`src/rtl/four_bit_register_serial_tx_if.sv`:
```
// Serial transmitter bus: load request with parallel word in, serial line
// plus frame status out. The master side requests frames, the slave side
// (the transmitter) serialises them.
interface four_bit_register_serial_tx_if #(
  parameter int WIDTH = 4
);
  logic             load;
  logic [WIDTH-1:0] In;
  logic             Out;
  logic             busy;
  logic             done;

  modport master (
    output load,
    output In,
    input  Out,
    input  busy,
    input  done
  );

  modport slave (
    input  load,
    input  In,
    output Out,
    output busy,
    output done
  );
endinterface

```
`src/rtl/four_bit_register_serial_tx.sv`:
```
// Parallel-to-serial transmitter. A load request captures a WIDTH-bit word
// into a shadow register and sends it LSB-first, framed by a start bit (0)
// and a stop bit (1). Bit timing comes from a clock-enable tick counter, so
// everything stays in the clk domain. All outputs are registered.
module four_bit_register_serial_tx #(
  parameter int WIDTH    = 4,
  parameter int TICK_DIV = 4
) (
  input logic                          clk,
  input logic                          reset,
  four_bit_register_serial_tx_if.slave bus
);

  // Counter widths are kept at least one bit wide so WIDTH=1 still elaborates.
  localparam int TICK_W = (TICK_DIV > 1) ? $clog2(TICK_DIV) : 1;
  localparam int IDX_W  = (WIDTH > 1) ? $clog2(WIDTH) : 1;

  localparam logic [TICK_W-1:0] TICK_LAST = TICK_W'(TICK_DIV - 1);
  localparam logic [IDX_W-1:0]  IDX_LAST  = IDX_W'(WIDTH - 1);

  typedef enum logic [1:0] {
    IDLE  = 2'd0,
    START = 2'd1,
    DATA  = 2'd2,
    STOP  = 2'd3
  } state_t;

  state_t            state_reg,  state_next;
  logic [WIDTH-1:0]  shadow_reg, shadow_next;
  logic [IDX_W-1:0]  index_reg,  index_next;
  logic [TICK_W-1:0] tick_reg,   tick_next;
  logic              out_reg,    out_next;
  logic              busy_reg,   busy_next;
  logic              done_reg,   done_next;

  logic              tick_end;
  logic [IDX_W-1:0]  index_inc;
  logic [TICK_W-1:0] tick_inc;

  // Last clk cycle of the current serial bit.
  assign tick_end  = (tick_reg == TICK_LAST);
  assign index_inc = index_reg + 1'b1;
  assign tick_inc  = tick_reg + 1'b1;

  // State and output registers; reset drives the line idle immediately.
  always_ff @(posedge clk or posedge reset) begin
    if (reset) begin
      state_reg  <= IDLE;
      shadow_reg <= '0;
      index_reg  <= '0;
      tick_reg   <= '0;
      out_reg    <= 1'b1;
      busy_reg   <= 1'b0;
      done_reg   <= 1'b0;
    end else begin
      state_reg  <= state_next;
      shadow_reg <= shadow_next;
      index_reg  <= index_next;
      tick_reg   <= tick_next;
      out_reg    <= out_next;
      busy_reg   <= busy_next;
      done_reg   <= done_next;
    end
  end

  // Next-state and next-output logic. Outputs are computed one cycle ahead
  // so the registered line changes exactly on the bit boundary edge.
  always_comb begin
    state_next  = state_reg;
    shadow_next = shadow_reg;
    index_next  = index_reg;
    tick_next   = tick_reg;
    out_next    = out_reg;
    busy_next   = busy_reg;
    done_next   = 1'b0;

    case (state_reg)
      IDLE: begin
        out_next  = 1'b1;
        busy_next = 1'b0;
        // The done cycle is spent in IDLE, so a request there is accepted
        // and the next start bit follows straight on.
        if (bus.load) begin
          shadow_next = bus.In;
          state_next  = START;
          tick_next   = '0;
          index_next  = '0;
          out_next    = 1'b0;
          busy_next   = 1'b1;
        end
      end

      START: begin
        tick_next = tick_end ? '0 : tick_inc;
        if (tick_end) begin
          state_next = DATA;
          index_next = '0;
          out_next   = shadow_reg[0];
        end
      end

      DATA: begin
        tick_next = tick_end ? '0 : tick_inc;
        if (tick_end) begin
          if (index_reg == IDX_LAST) begin
            state_next = STOP;
            out_next   = 1'b1;
          end else begin
            index_next = index_inc;
            out_next   = shadow_reg[index_inc];
          end
        end
      end

      STOP: begin
        tick_next = tick_end ? '0 : tick_inc;
        if (tick_end) begin
          state_next = IDLE;
          index_next = '0;
          out_next   = 1'b1;
          busy_next  = 1'b0;
          done_next  = 1'b1;
        end
      end

      default: begin
        state_next = IDLE;
        tick_next  = '0;
        index_next = '0;
        out_next   = 1'b1;
        busy_next  = 1'b0;
      end
    endcase
  end

  assign bus.Out  = out_reg;
  assign bus.busy = busy_reg;
  assign bus.done = done_reg;

endmodule

```
`src/flat_wrapper.sv`:
```
// flat-port wrapper written by rule: the top's interface ports become plain ports
module four_bit_register_serial_tx_flat 
#(
  parameter int WIDTH    = 4,
  parameter int TICK_DIV = 4
)
  (clk, reset, bus_load, bus_In, bus_Out, bus_busy, bus_done);
  four_bit_register_serial_tx_if #(.WIDTH(WIDTH)) bus_i ();
  input logic clk;
  input logic reset;
  input wire logic [$bits(bus_i.load)-1:0] bus_load;
  input wire logic [$bits(bus_i.In)-1:0] bus_In;
  output wire logic [$bits(bus_i.Out)-1:0] bus_Out;
  output wire logic [$bits(bus_i.busy)-1:0] bus_busy;
  output wire logic [$bits(bus_i.done)-1:0] bus_done;
  assign bus_i.load = bus_load;
  assign bus_i.In = bus_In;
  assign bus_Out = bus_i.Out;
  assign bus_busy = bus_i.busy;
  assign bus_done = bus_i.done;
  four_bit_register_serial_tx #(.WIDTH(WIDTH), .TICK_DIV(TICK_DIV)) u_core (.clk(clk), .reset(reset), .bus(bus_i));
endmodule
```
`config.mk`:
```
export PLATFORM = sky130hd
export DESIGN_NAME = four_bit_register_serial_tx_flat
export DESIGN_NICKNAME = d
export VERILOG_FILES = /design/src/rtl/four_bit_register_serial_tx_if.sv /design/src/rtl/four_bit_register_serial_tx.sv /design/src/flat_wrapper.sv
export SDC_FILE = /design/constraint.sdc
export NUM_CORES = 1
export LEC_CHECK = 0
export CORE_MARGIN = 1.5
export CORE_UTILIZATION = 35
export CTS_BUF_LIST = sky130_fd_sc_hd__clkbuf_4
export CTS_CLUSTER_DIAMETER = 80
export CTS_CLUSTER_SIZE = 40
export DETAILED_ROUTE_END_ITERATION = 8
export SYNTH_ARGS = -nofsm -noshare
export SYNTH_HDL_FRONTEND = slang
export SYNTH_SLANG_ARGS = --single-unit
```
`constraint.sdc`:
```
create_clock -name clk -period 2.5 [get_ports clk]
set_input_delay 0.5 -clock clk [delete_from_list [all_inputs] [get_ports clk]]
set_output_delay 0.5 -clock clk [all_outputs]
set_load 0.03 [all_outputs]
```
==> results of run 1 <==
synth_stat cells:
| master | number | area, sq um |
|---|---|---|
| sky130_fd_sc_hd__a211oi_1 | 1 | 7.51 |
| sky130_fd_sc_hd__a21o_1 | 1 | 7.51 |
| sky130_fd_sc_hd__a21oi_1 | 2 | 10.0 |
| sky130_fd_sc_hd__a21oi_2 | 1 | 8.76 |
| sky130_fd_sc_hd__a22o_1 | 1 | 8.76 |
| sky130_fd_sc_hd__and2_1 | 1 | 6.26 |
| sky130_fd_sc_hd__and2b_4 | 1 | 10.0 |
| sky130_fd_sc_hd__buf_6 | 1 | 11.3 |
| sky130_fd_sc_hd__dfrtp_1 | 12 | 300 |
| sky130_fd_sc_hd__dfstp_2 | 1 | 26.3 |
| sky130_fd_sc_hd__ha_1 | 7 | 87.6 |
| sky130_fd_sc_hd__inv_1 | 5 | 18.8 |
| sky130_fd_sc_hd__mux2_1 | 2 | 22.5 |
| sky130_fd_sc_hd__mux2_2 | 4 | 45.0 |
| sky130_fd_sc_hd__mux2i_1 | 2 | 20.0 |
| sky130_fd_sc_hd__nand2_1 | 5 | 18.8 |
| sky130_fd_sc_hd__nand2b_1 | 1 | 6.26 |
| sky130_fd_sc_hd__nand3_1 | 1 | 5.00 |
| sky130_fd_sc_hd__nand3b_1 | 1 | 7.51 |
| sky130_fd_sc_hd__nand4b_1 | 1 | 8.76 |
| sky130_fd_sc_hd__nor2_1 | 1 | 3.75 |
| sky130_fd_sc_hd__nor3_4 | 1 | 16.3 |
| sky130_fd_sc_hd__nor4_1 | 1 | 6.26 |
| sky130_fd_sc_hd__o2111ai_1 | 1 | 8.76 |
| sky130_fd_sc_hd__o21a_1 | 1 | 7.51 |
| sky130_fd_sc_hd__o21ai_0 | 3 | 15.0 |
| sky130_fd_sc_hd__o21bai_4 | 1 | 18.8 |
| sky130_fd_sc_hd__o311ai_1 | 1 | 8.76 |
| sky130_fd_sc_hd__o32a_1 | 1 | 10.0 |
metal layers:
metal | GRT usage | wire length [um]
met1 | 0.148 | 573
met2 | 0.196 | 568
met5 | 0 | 0
met4 | 0.0429 | 20
met3 | 0.0309 | 36
cell families after synthesis:
logic type | synth area share
and+or+nand+nor | 0.121
DFF | 0.446
adders and majority gates | 0.120
AOI/OAI and AO/OA | 0.152
buffers and inverters | 0.0410
muxes | 0.120
worst register-to-register path, stage by stage (launching register included):
cell	delay [ps]
sky130_fd_sc_hd__dfrtp_1	400
sky130_fd_sc_hd__inv_1	90
sky130_fd_sc_hd__ha_1	350
sky130_fd_sc_hd__nor3_4	270
sky130_fd_sc_hd__o21bai_4	100
sky130_fd_sc_hd__a21oi_2	150
sky130_fd_sc_hd__mux2_1	340
path summary, 6_finish.rpt:
check / end / slack, ps / cells past startpoint
worst max-delay path: bus_Out / 540 / 1
worst min register to register: u_core.shadow_reg[1] / 510 / 1
worst min-delay path: u_core.shadow_reg[1] / 510 / 1
max in group asynchronous: u_core.bus.Out / 1610 / 2
worst max register to register: u_core.state_reg[1] / 670 / 6
min in group asynchronous: u_core.index_reg[0] / 540 / 2
layout make-up:
class                   instances  area (sq um)  area share
multi-input cells              43           375       0.429
flip-flops and latches         13           327       0.373
repair buffers                  9          90.1       0.103
well taps                      27          33.8      0.0386
clock buffers                   4          30.0      0.0343
inverters                       5          18.8      0.0215
power by group through the flow:
stage	registers [mW]	logic [mW]	clock network [mW]
floorplan	0.412	0.457	0
global placement	0.389	0.596	0
detailed placement	0.389	0.608	0
CTS	0.385	0.610	0.142
global route	0.398	0.670	0.157
finish	0.383	0.606	0.142
==> results by stage, run 1 <==
Outcome:
- The flow ran to the end, and the final reports show no timing, DRC or antenna violations.

Job:
- Across the run, the number of max-cap violations was 0.

Routing:
- The final wirelength is 1200 um.
- The average routed wire per standard cell is 11.9 um.
- In the routed layout, each cell is associated on average with a via count of 5.05.
- The overall via count from detail_route is 510.
- The number of nets with antenna violations after detailed routing is 0.
- The residual DRC count is 0.
- After the first detailed-routing iteration, the DRC count stood at 7.
- The length of the first detailed-routing pass in iterations is 2.

Setup path:
- For this run, the slowest stage of the critical path takes 660 ps.
- For this design, the slowest cell found on the critical path is sky130_fd_sc_hd__clkdlybuf4s50_1.
- STA puts the critical path data required time at 2000 ps.
- The critical path start-end classification is flip-flop to output pin.
- At the worst endpoint, the arrival time is 1460 ps.
- The launching point of the worst reg2reg path is u_core.state_reg[0].
- The signal on the critical path passes through clkdlybuf4s50_1.
- Counting both buffers and inverters, the worst setup path holds a total of 1.
- Of all nets on the critical path, the largest fanout is 2.
- The startpoint of the most critical setup path is u_core.bus.Out.
- The kind of cell adding the most delay to the critical path is buffers and inverters.
- The worst setup path is captured at an output pin.
- STA classifies the critical path startpoint as a flip-flop.

Timing:
- The final max-slew violation count is 0.
- Based on the critical path, the design can be clocked at up to 0.510 GHz.
- The minimum clock period after layout is 1960 ps.
- Setup slack on the critical path of the routed design comes to 539 ps.
- Summed over all failing endpoints, the final setup total negative slack is 0 ps.
- The transition time at the pin with the least slew margin is 477 ps.
- Setup repair after global routing left no endpoint under its margin.
- The count of endpoints failing hold in the final timing report came to 0.
- Setup violations remaining at the end of the flow were counted as 0.
- The final worst clock skew is 2.61 ps.
- The final worst hold slack is 508 ps.
- The worst relative slew slack is 0.681.
- In the finished design, the share of the clock period the worst path needs comes to 0.784.

Clock network:
- The number of CTS-inserted buffers is 3.
- The post-CTS clock slew at the launch and capture registers of the worst setup and hold paths is 80 ps.
- The clock net in this run drives a total of 13 sinks.
- CTS built an H-tree with a depth of 1.
- The later pin in the worst-skew pair is clocked with a latency of 270 ps.
- For this design, the CTS-stage hold fixing added 0 buffers.
- The count of cells resized by post-cts repair is 0.
- The post-CTS setup buffer count is 0.
- The largest buffer count on any clock path is 2.
- TritonCTS built the clock tree.
- The tree is rooted in a sky130_fd_sc_hd__clkbuf_4.

Power:
- The cell-internal power is 0.686 mW.
- The net switching power of the design is 0.445 mW.
- The leakage power of the design is 0.382 nW.
- The share of total power dissipated in the clock network is 0.125.
- The power after layout is 1.13 mW.
- The power share of the sequential group is 0.339.
- The ratio of total power to cell area is 1290 nW/um^2.
- The share of total power dissipated in combinational logic is 0.536.
- The worst-case IR drop observed on VDD is 526 uV.
- The switching power share of the total is 0.394.

GRT:
- The first-pass GRT wire length is 2170 um.
- The total grt overflow is 0.
- Entering global routing, the biggest net connects 14 pins.
- The number of global-route vias before repair is 513.
- The number of antenna violations at the first check in global routing came to 0.
- The global-route usage over all layers is 0.118.

Floorplanning:
- 10 I/O pins were placed.
- The width of the chip is 48.7 um.
- In this run the core area contains 16 standard-cell rows.
- The floorplan step defined a die boundary enclosing 2370 sq um.
- The vertical die dimension is 48.7 um.
- The area inside the core boundary is 1960 sq um.
- For this configuration, the core starts out at a cell density of 0.373.

Layout:
- Counting the fill cells in the layout gives 203.
- After routing the design area is 875 sq um.
- Relative to the synthesized area, the layout overhead comes to 19.5%.
- Measured on the finished design, the core utilization comes to 0.446.
- The register with the most flip-flops in the layout has 4 of them.
- The final net count is 89.
- 0 antenna diodes ended up in the layout.
- The share of cells above drive strength 1 is 0.176.
- The final cell count without fillers is 101.
- Leaving out fill and tap cells, the most frequent cell in the layout is sky130_fd_sc_hd__dfrtp_1.
- The library cells used most frequently in the layout, excluding fill and tap cells, are sky130_fd_sc_hd__dfrtp_1 (12), sky130_fd_sc_hd__clkdlybuf4s50_1 (9), sky130_fd_sc_hd__ha_1 (7).

Synth:
- The mapped netlist covers 732 sq um.
- The total nets after synthesis is 76.
- The register bit count reported by yosys is 13.
- For this run, the register share of the synthesized area comes to 0.446.
- Yosys printed 0 warnings.
- The cell count after synthesis came out at 62.
- In this run the mean area of a mapped cell was 11.8 sq um.
- Yosys mapped the design onto 29 distinct sky130hd cell types.

Hold path:
- The tightest min-delay check is of the flip-flop to flip-flop type.
- The origin of the worst min-delay path is u_core.shadow_reg[1].

Place:
- The HPWL after detailed placement is 958 um.
- The port buffer count is 9.
- In this run the cell area measured after placement is 845 sq um.
- The number of instances in the placed design is 97.
- The final weighted congestion of routability-driven global placement is 0.775.
- The worst-case setup slack after placement is 477 ps.
Note: power is estimated with default switching activity, not from simulation.
==> inputs of run 2 (changes only) <==
==> constraint.sdc (replaced) <==
create_clock -name clk -period 1.62 [get_ports clk]
set_input_delay 0.324 -clock clk [delete_from_list [all_inputs] [get_ports clk]]
set_output_delay 0.324 -clock clk [all_outputs]
set_load 0.03 [all_outputs]
==> run 2 against run 1 <==
Effect of this change:
- final area grew 11%
- non-clock buffer count grew 11
- clock-buffer cell count is the same
- clock skew shrank 1.3 ps
- critical path depth grew 5
- register-to-register slack lost 650 ps
- critical endpoint is now u_core.state_reg[1]
- largest cell class unchanged
==> results by stage, run 2 (synthesized netlist as in run 1, its figures left out) <==
Floorplanning:
- The vertical die dimension is 48.7 um (unchanged).
- The overall die area was 2370 sq um (unchanged).
- The width of the chip is 48.7 um (unchanged).
- The I/O pin total is 10 (unchanged).
- The standard-cell row count is 16 (unchanged).
- The area inside the core boundary is 1960 sq um (unchanged).
- The starting utilization of the core area was 0.373 (unchanged).

GRT:
- The first-pass GRT wire length is 2280 um (+4.8%).
- The global-route usage over all layers is 0.128 (+0.00921).
- The number of antenna violations at the first check in global routing is 0 (unchanged).
- The number of global-route vias before repair is 518 (+0.97%).
- The total grt overflow is 0 (unchanged).
- The largest net degree at the start of global routing came to 14 (unchanged).

Routing:
- The overall via count from detail_route came to 538 (+5.5%).
- The residual DRC count is 0 (unchanged).
- The iteration-0 DRC count of the detailed router is 6 (-1).
- The length of the first detailed-routing pass in iterations is 4 (+2).
- The number of nets with antenna violations after detailed routing is 0 (unchanged).
- The average routed wire per standard cell came to 12.0 um (+1.2%).
- The final wirelength is 1350 um (+12%).
- The detailed-route vias per instance is 4.80 (-4.9%).

Timing:
- The final max-slew violation count is 0 (unchanged).
- The transition time at the pin with the least slew margin is 499 ps (+21.2 ps).
- Setup repair after global routing could not meet its margin everywhere.
- The fmax is 0.625 GHz.
- The routed design could run at a clock period as short as 1600 ps.
- The final period utilization is 0.987.
- The final worst clock skew was 1.28 ps (-1.33 ps).
- The count of endpoints failing hold in the final timing report is 0 (unchanged).
- The final setup violation count is 0 (unchanged).
- The worst relative slew slack is 0.667 (-0.0142).

Layout:
- The share of cells above drive strength 1 was 0.353 (+0.177).
- The total non-filler cell area in the finished layout is 967 sq um (+11%).
- The number of fill cells is 204 (+0.49%).
- The count of inserted antenna diode cells is 0 (unchanged).
- Compared with the post-synthesis result, the final layout area differs by 32.1%.
- The number of flip-flops under the largest register name is 4 (unchanged).
- The final core utilization is 0.493 (+0.0472).
- The most common cell after layout, fill and taps aside is sky130_fd_sc_hd__dfrtp_1.
- The final net count came to 100 (+12%).
- In the layout the commonest cells are sky130_fd_sc_hd__dfrtp_1 (12), sky130_fd_sc_hd__buf_4 (11), sky130_fd_sc_hd__clkdlybuf4s50_1 (6).

Setup path:
- Among cell families on the critical path, the largest total delay comes from flip-flops.
- The highest net fanout along the worst path is 4 (+2).
- The standard cell with the maximum stage delay on the critical path is sky130_fd_sc_hd__dfrtp_1.
- Walking the worst path, the cells encountered are inv_2 -> ha_2 -> and2b_4 -> o21bai_4 -> a21oi_2 -> mux2_1.
- The arrival time of the worst setup path came to 1760 ps (+300 ps).
- By startpoint and endpoint, the worst setup path is classified as flip-flop to flip-flop.
- The sort of element at the end of the critical path is a flip-flop.
- The worst setup path is launched from a flip-flop.
- The worst path required time is 1780 ps (-220 ps).
- The largest incremental delay on the critical path is 430 ps (-230 ps).
- The buffers plus inverters on the worst setup path is 1 (unchanged).

Outcome:
- The run finished with clean final reports.

Clock network:
- The H-tree depth reported by CTS was 1 (unchanged).
- TritonCTS built the clock tree.
- The number of clock sinks came to 13 (unchanged).
- The number of CTS-inserted buffers is 3 (unchanged).
- The hold buffer count at cts is 0 (unchanged).
- The post-CTS clock slew at the launch and capture registers of the worst setup and hold paths is 80 ps (about the same).
- In this run the clock root is driven by a sky130_fd_sc_hd__clkbuf_4.
- The clock network latency to the later pin of the worst-skew pair is 270 ps (about the same).
- The largest buffer count on any clock path is 2 (unchanged).

Job:
- The number of max-cap violations is 0 (unchanged).

Place:
- The instance area after placement is 897 sq um (+6.2%).
- The port buffer count is 9 (unchanged).
- The HPWL after detailed placement is 1050 um (+9.1%).
- The final weighted congestion of routability-driven global placement came to 0.727 (-6.2%).

Power:
- The clock power share came to 0.110 (-0.015).
- The power share of the sequential group was 0.302 (-0.037).
- The switching power share of the total came to 0.374 (-0.0196).
- The highest ir drop seen on vdd is 983 uV (+87%).
- The cell-internal power is 1.24 mW (+82%).
- The ratio of total power to cell area is 2060 nW/um^2 (+59%).
- The leakage power of the design is 0.450 nW (+18%).
- The logic gate share of total power is 0.588 (+0.052).
- The net switching power of the design came to 0.744 mW (+67%).

Hold path:
- The path class of the lowest-slack min-delay path is input port to async pin.
## run 2: layout make-up
| class | count | area, sq um | share of cell area |
|---|---|---|---|
| multi-input cells | 43 | 385 | 0.398 |
| repair buffers | 20 | 173 | 0.179 |
| well taps | 27 | 33.8 | 0.0349 |
| inverters | 5 | 18.8 | 0.0194 |
| flip-flops and latches | 13 | 327 | 0.338 |
| clock buffers | 4 | 30.0 | 0.0310 |
## run 2: stage by stage
step / TNS [ps] / std cells / total power [mW] / hold slack, ps / worst slack [ps]
after CTS: 0 / 111 / 1.96 / 393 / 6.54
after detailed placement: -326 / 104 / 1.65 / 486 / -136
after floorplan: 0 / 62 / 1.34 / 200 / 34.1
after global routing: -29.1 / 112 / 2.15 / 425 / -29.1
final: 0 / 112 / 1.99 / 372 / 20.4
after global placement: -158 / 104 / 1.63 / 471 / -101
## run 2: final timing paths
kind	start	end	slack [ps]	cells after the start
hold / removal	reset	u_core.index_reg[1]	370	2
max in group asynchronous	reset	u_core.bus.Out	890	2
setup / recovery	u_core.state_reg[0]	u_core.state_reg[1]	20	6
setup reg to reg	u_core.state_reg[0]	u_core.state_reg[1]	20	6
hold reg to reg	u_core.tick_reg[1]	u_core.tick_reg[1]	510	2
min in group clk	u_core.tick_reg[1]	u_core.tick_reg[1]	510	2
## run 2: what timing repair did
action                                  CTS  global route
buffers inserted                          3             1
pin swaps                                 1             1
gates resized for setup                   5             4
gates cloned                              0             0
endpoints found under the setup margin    3             3
endpoints found under the hold margin     0             0
## run 2: power groups by stage
| stage | Combinational (mW) | Clock, mW | Sequential (mW) |
|---|---|---|---|
| 2_1_floorplan | 0.705 | 0 | 0.636 |
| 3_3_place_gp | 1.03 | 0 | 0.599 |
| 3_5_place_dp | 1.05 | 0 | 0.602 |
| 4_1_cts | 1.14 | 0.230 | 0.597 |
| 5_1_grt | 1.28 | 0.246 | 0.622 |
| 6_report | 1.17 | 0.220 | 0.600 |
## run 2: per-layer routing
| layer | up-vias | GRT usage | wire (um) |
|---|---|---|---|
| met5 | - | 0 | 0 |
| met4 | 0 | 0.0857 | 34 |
| met3 | 4 | 0.0185 | 25 |
| met2 | 7 | 0.208 | 666 |
| met1 | 258 | 0.156 | 619 |
| li1 | 269 | - | - |
==> inputs of run 3 (changes only) <==
==> constraint.sdc (replaced) <==
create_clock -name clk -period 1.4 [get_ports clk]
set_input_delay 0.28 -clock clk [delete_from_list [all_inputs] [get_ports clk]]
set_output_delay 0.28 -clock clk [all_outputs]
set_load 0.03 [all_outputs]
==> run 3 against run 2 <==
Effect of this change:
- the flow now finishes with violations (negative setup slack)
- utilization grew 7.0 points
- final area up 14%
- first-iteration DRC count rose by 17%
- fmax barely moved
- cell count up 6.3%
- critical endpoint unchanged
- largest cell class unchanged
- largest power group unchanged
==> results by stage, run 3 (synthesized netlist as in run 1, its figures left out) <==
Timing:
- The final max-slew violation count is 0 (unchanged).
- The final setup violation count came to 5 (+5).
- The transition time at the pin with the least slew margin is 305 ps (-194 ps).
- The final period utilization is 1.14 (+0.156).
- The fmax is 0.625 GHz (about the same).
- The minimum clock period after layout came to 1600 ps (+0.749 ps).
- The final worst setup slack is -200 ps (-221 ps).
- The total negative slack is -631 ps (-631 ps).
- Setup repair after global routing could not meet its margin everywhere.
- The final worst hold slack came to 297 ps (-75.3 ps).
- The count of endpoints failing hold in the final timing report is 0 (unchanged).
- The worst relative slew slack came to 0.798 (+0.130).
- The final worst clock skew is 5.39 ps (+4.11 ps).

Routing:
- The final wirelength is 1600 um (+19%).
- The residual DRC count is 0 (unchanged).
- The number of nets with antenna violations after detailed routing is 0 (unchanged).
- The iteration-0 DRC count of the detailed router is 7 (+1).
- The detailed-route vias per instance is 4.93 (+2.7%).
- The average routed wire per standard cell was 13.4 um (+12%).
- The length of the first detailed-routing pass in iterations came to 4 (unchanged).
- The overall via count from detail_route was 587 (+9.1%).

Setup path:
- The worst setup path is of the flip-flop to flip-flop kind.
- The highest net fanout along the worst path is 4 (unchanged).
- The arrival time of the worst setup path is 1760 ps (about the same).
- The worst setup path is launched from a flip-flop.
- The worst path required time is 1550 ps (-230 ps).
- The flop-to-flop setup slack is -200 ps (-220 ps).
- The worst register-to-register path begins at u_core.state_reg[0].
- The most critical setup path has its startpoint at u_core.state_reg[0].
- The endpoint identified for the worst register-to-register timing path is u_core.state_reg[1].
- The worst reg-to-reg path cell count was 5 (-1).
- The worst setup path is captured at a flip-flop.

Floorplanning:
- The starting utilization of the core area is 0.373 (unchanged).
- The standard-cell row count is 16 (unchanged).
- The vertical die dimension was 48.7 um (unchanged).
- The overall die area was 2370 sq um (unchanged).
- The area inside the core boundary is 1960 sq um (unchanged).
- The width of the chip is 48.7 um (unchanged).
- The I/O pin total was 10 (unchanged).

Place:
- The port buffer count is 9 (unchanged).
- The HPWL after detailed placement is 1120 um (+7.1%).
- The final weighted congestion of routability-driven global placement is 0.790 (+8.8%).
- The number of instances in the placed design is 110 (+5.8%).
- The worst-case setup slack after placement is -308 ps (-173 ps).

Clock network:
- The largest buffer count on any clock path is 2 (unchanged).
- The number of CTS-inserted buffers was 3 (unchanged).
- The clock tree from TritonCTS is built.
- The post-CTS clock slew at the launch and capture registers of the worst setup and hold paths was 80 ps (about the same).
- The clock tree root buffer cell is sky130_fd_sc_hd__clkbuf_4.
- The number of clock sinks is 13 (unchanged).
- The clock network latency to the later pin of the worst-skew pair came to 260 ps (about the same).
- The H-tree depth reported by CTS is 1 (unchanged).

GRT:
- The total grt overflow is 0 (unchanged).
- The largest net degree at the start of global routing came to 14 (unchanged).
- The number of global-route vias before repair is 638 (+23%).
- The global-route usage over all layers came to 0.146 (+0.0180).
- The number of antenna violations at the first check in global routing is 0 (unchanged).
- The first-pass GRT wire length is 2680 um (+18%).

Layout:
- The number of fill cells is 181 (-11%).
- The final net count is 107 (+7.0%).
- The area added between synthesis and finish is 50.8%.
- The most common cell after layout, fill and taps aside is sky130_fd_sc_hd__buf_4.
- Leaving out fill and tap cells, the most frequent cells in the layout are sky130_fd_sc_hd__buf_4 (16), sky130_fd_sc_hd__dfrtp_1 (10), sky130_fd_sc_hd__clkdlybuf4s50_1 (6).
- The number of flip-flops under the largest register name is 4 (unchanged).
- The footprint of the flip-flops and latches is 329 sq um (+0.77%).
- The share of cells above drive strength 1 was 0.500 (+0.147).
- The count of inserted antenna diode cells is 0 (unchanged).
- The final cell count without fillers is 119 (+6.3%).
- The multi-input logic area was 458 sq um (+19%).

Power:
- The cell-internal power is 1.69 mW (+36%).
- The net switching power of the design is 1.03 mW (+39%).
- The ratio of total power to cell area is 2470 nW/um^2 (+20%).
- The leakage power of the design is 0.491 nW (+9.2%).
- The highest ir drop seen on vdd came to 1200 uV (+22%).
- The switching power share of the total is 0.379 (+0.00477).
- The power share of the sequential group is 0.269 (-0.033).
- The clock power share is 0.089 (-0.021).
- The logic gate share of total power is 0.642 (+0.054).
- The power after layout is 2.73 mW (+37%).

Outcome:
- The checks that failed: negative setup slack.
- The run finished, with violations left.

Job:
- The number of max-cap violations came to 0 (unchanged).

Hold path:
- The worst hold path belongs to the class input port to async pin.
## run 3: critical path, cell delays in order (launching register included)
cell and delay, ps:
sky130_fd_sc_hd__dfrtp_2 470, sky130_fd_sc_hd__ha_2 230, sky130_fd_sc_hd__nor3_4 230, sky130_fd_sc_hd__o21bai_4 100
sky130_fd_sc_hd__a21oi_2 150, sky130_fd_sc_hd__mux2_4 310
## run 3: cell type report
| class | instances | area share |
|---|---|---|
| clock buffer | 4 | 0.0272 |
| multi-input combinational | 43 | 0.415 |
| tap | 27 | 0.0306 |
| sequential | 13 | 0.298 |
| inverter | 5 | 0.0193 |
| timing repair buffer | 27 | 0.210 |
## run 3: power groups by stage
stage	clock network [mW]	registers, mW	logic [mW]
2_1_floorplan	0	0.748	0.848
3_3_place_gp	0	0.707	1.33
3_5_place_dp	0	0.712	1.35
4_1_cts	0.254	0.723	1.68
5_1_grt	0.267	0.759	1.89
6_report	0.243	0.733	1.75
## run 3: per-layer routing
layer	up-vias	wire [um]	GRT usage
met5	-	0	0
met4	0	15	0.0333
met3	2	37	0.0216
met2	11	823	0.272
met1	289	722	0.175
li1	285	-	-
## run 3: worst max-delay path by stage
stage / end / slack [ps] / cells after the start
2_1_floorplan: u_core.state_reg[1] / -160 / 7
3_3_place_gp: u_core.state_reg[1] / -270 / 5
3_5_place_dp: u_core.state_reg[1] / -310 / 5
4_1_cts: u_core.state_reg[1] / -190 / 6
5_1_grt: u_core.state_reg[1] / -260 / 5
6_report: u_core.state_reg[1] / -200 / 5
## run 3: timing repair
item / 4_1_cts / 5_1_grt
hold endpoints to repair: 0 / 0
gates resized for setup: 16 / 3
pin swaps: 3 / 0
endpoints found under the setup margin: 13 / 12
setup buffers: 4 / 1
hold buffers: 0 / 0
## run 3: per-stage QoR
step           area, sq um   util
5_1_grt               1100  0.563
3_5_place_dp           960  0.489
6_report              1100  0.563
3_3_place_gp           960  0.489
2_1_floorplan          752      -
4_1_cts               1090  0.554
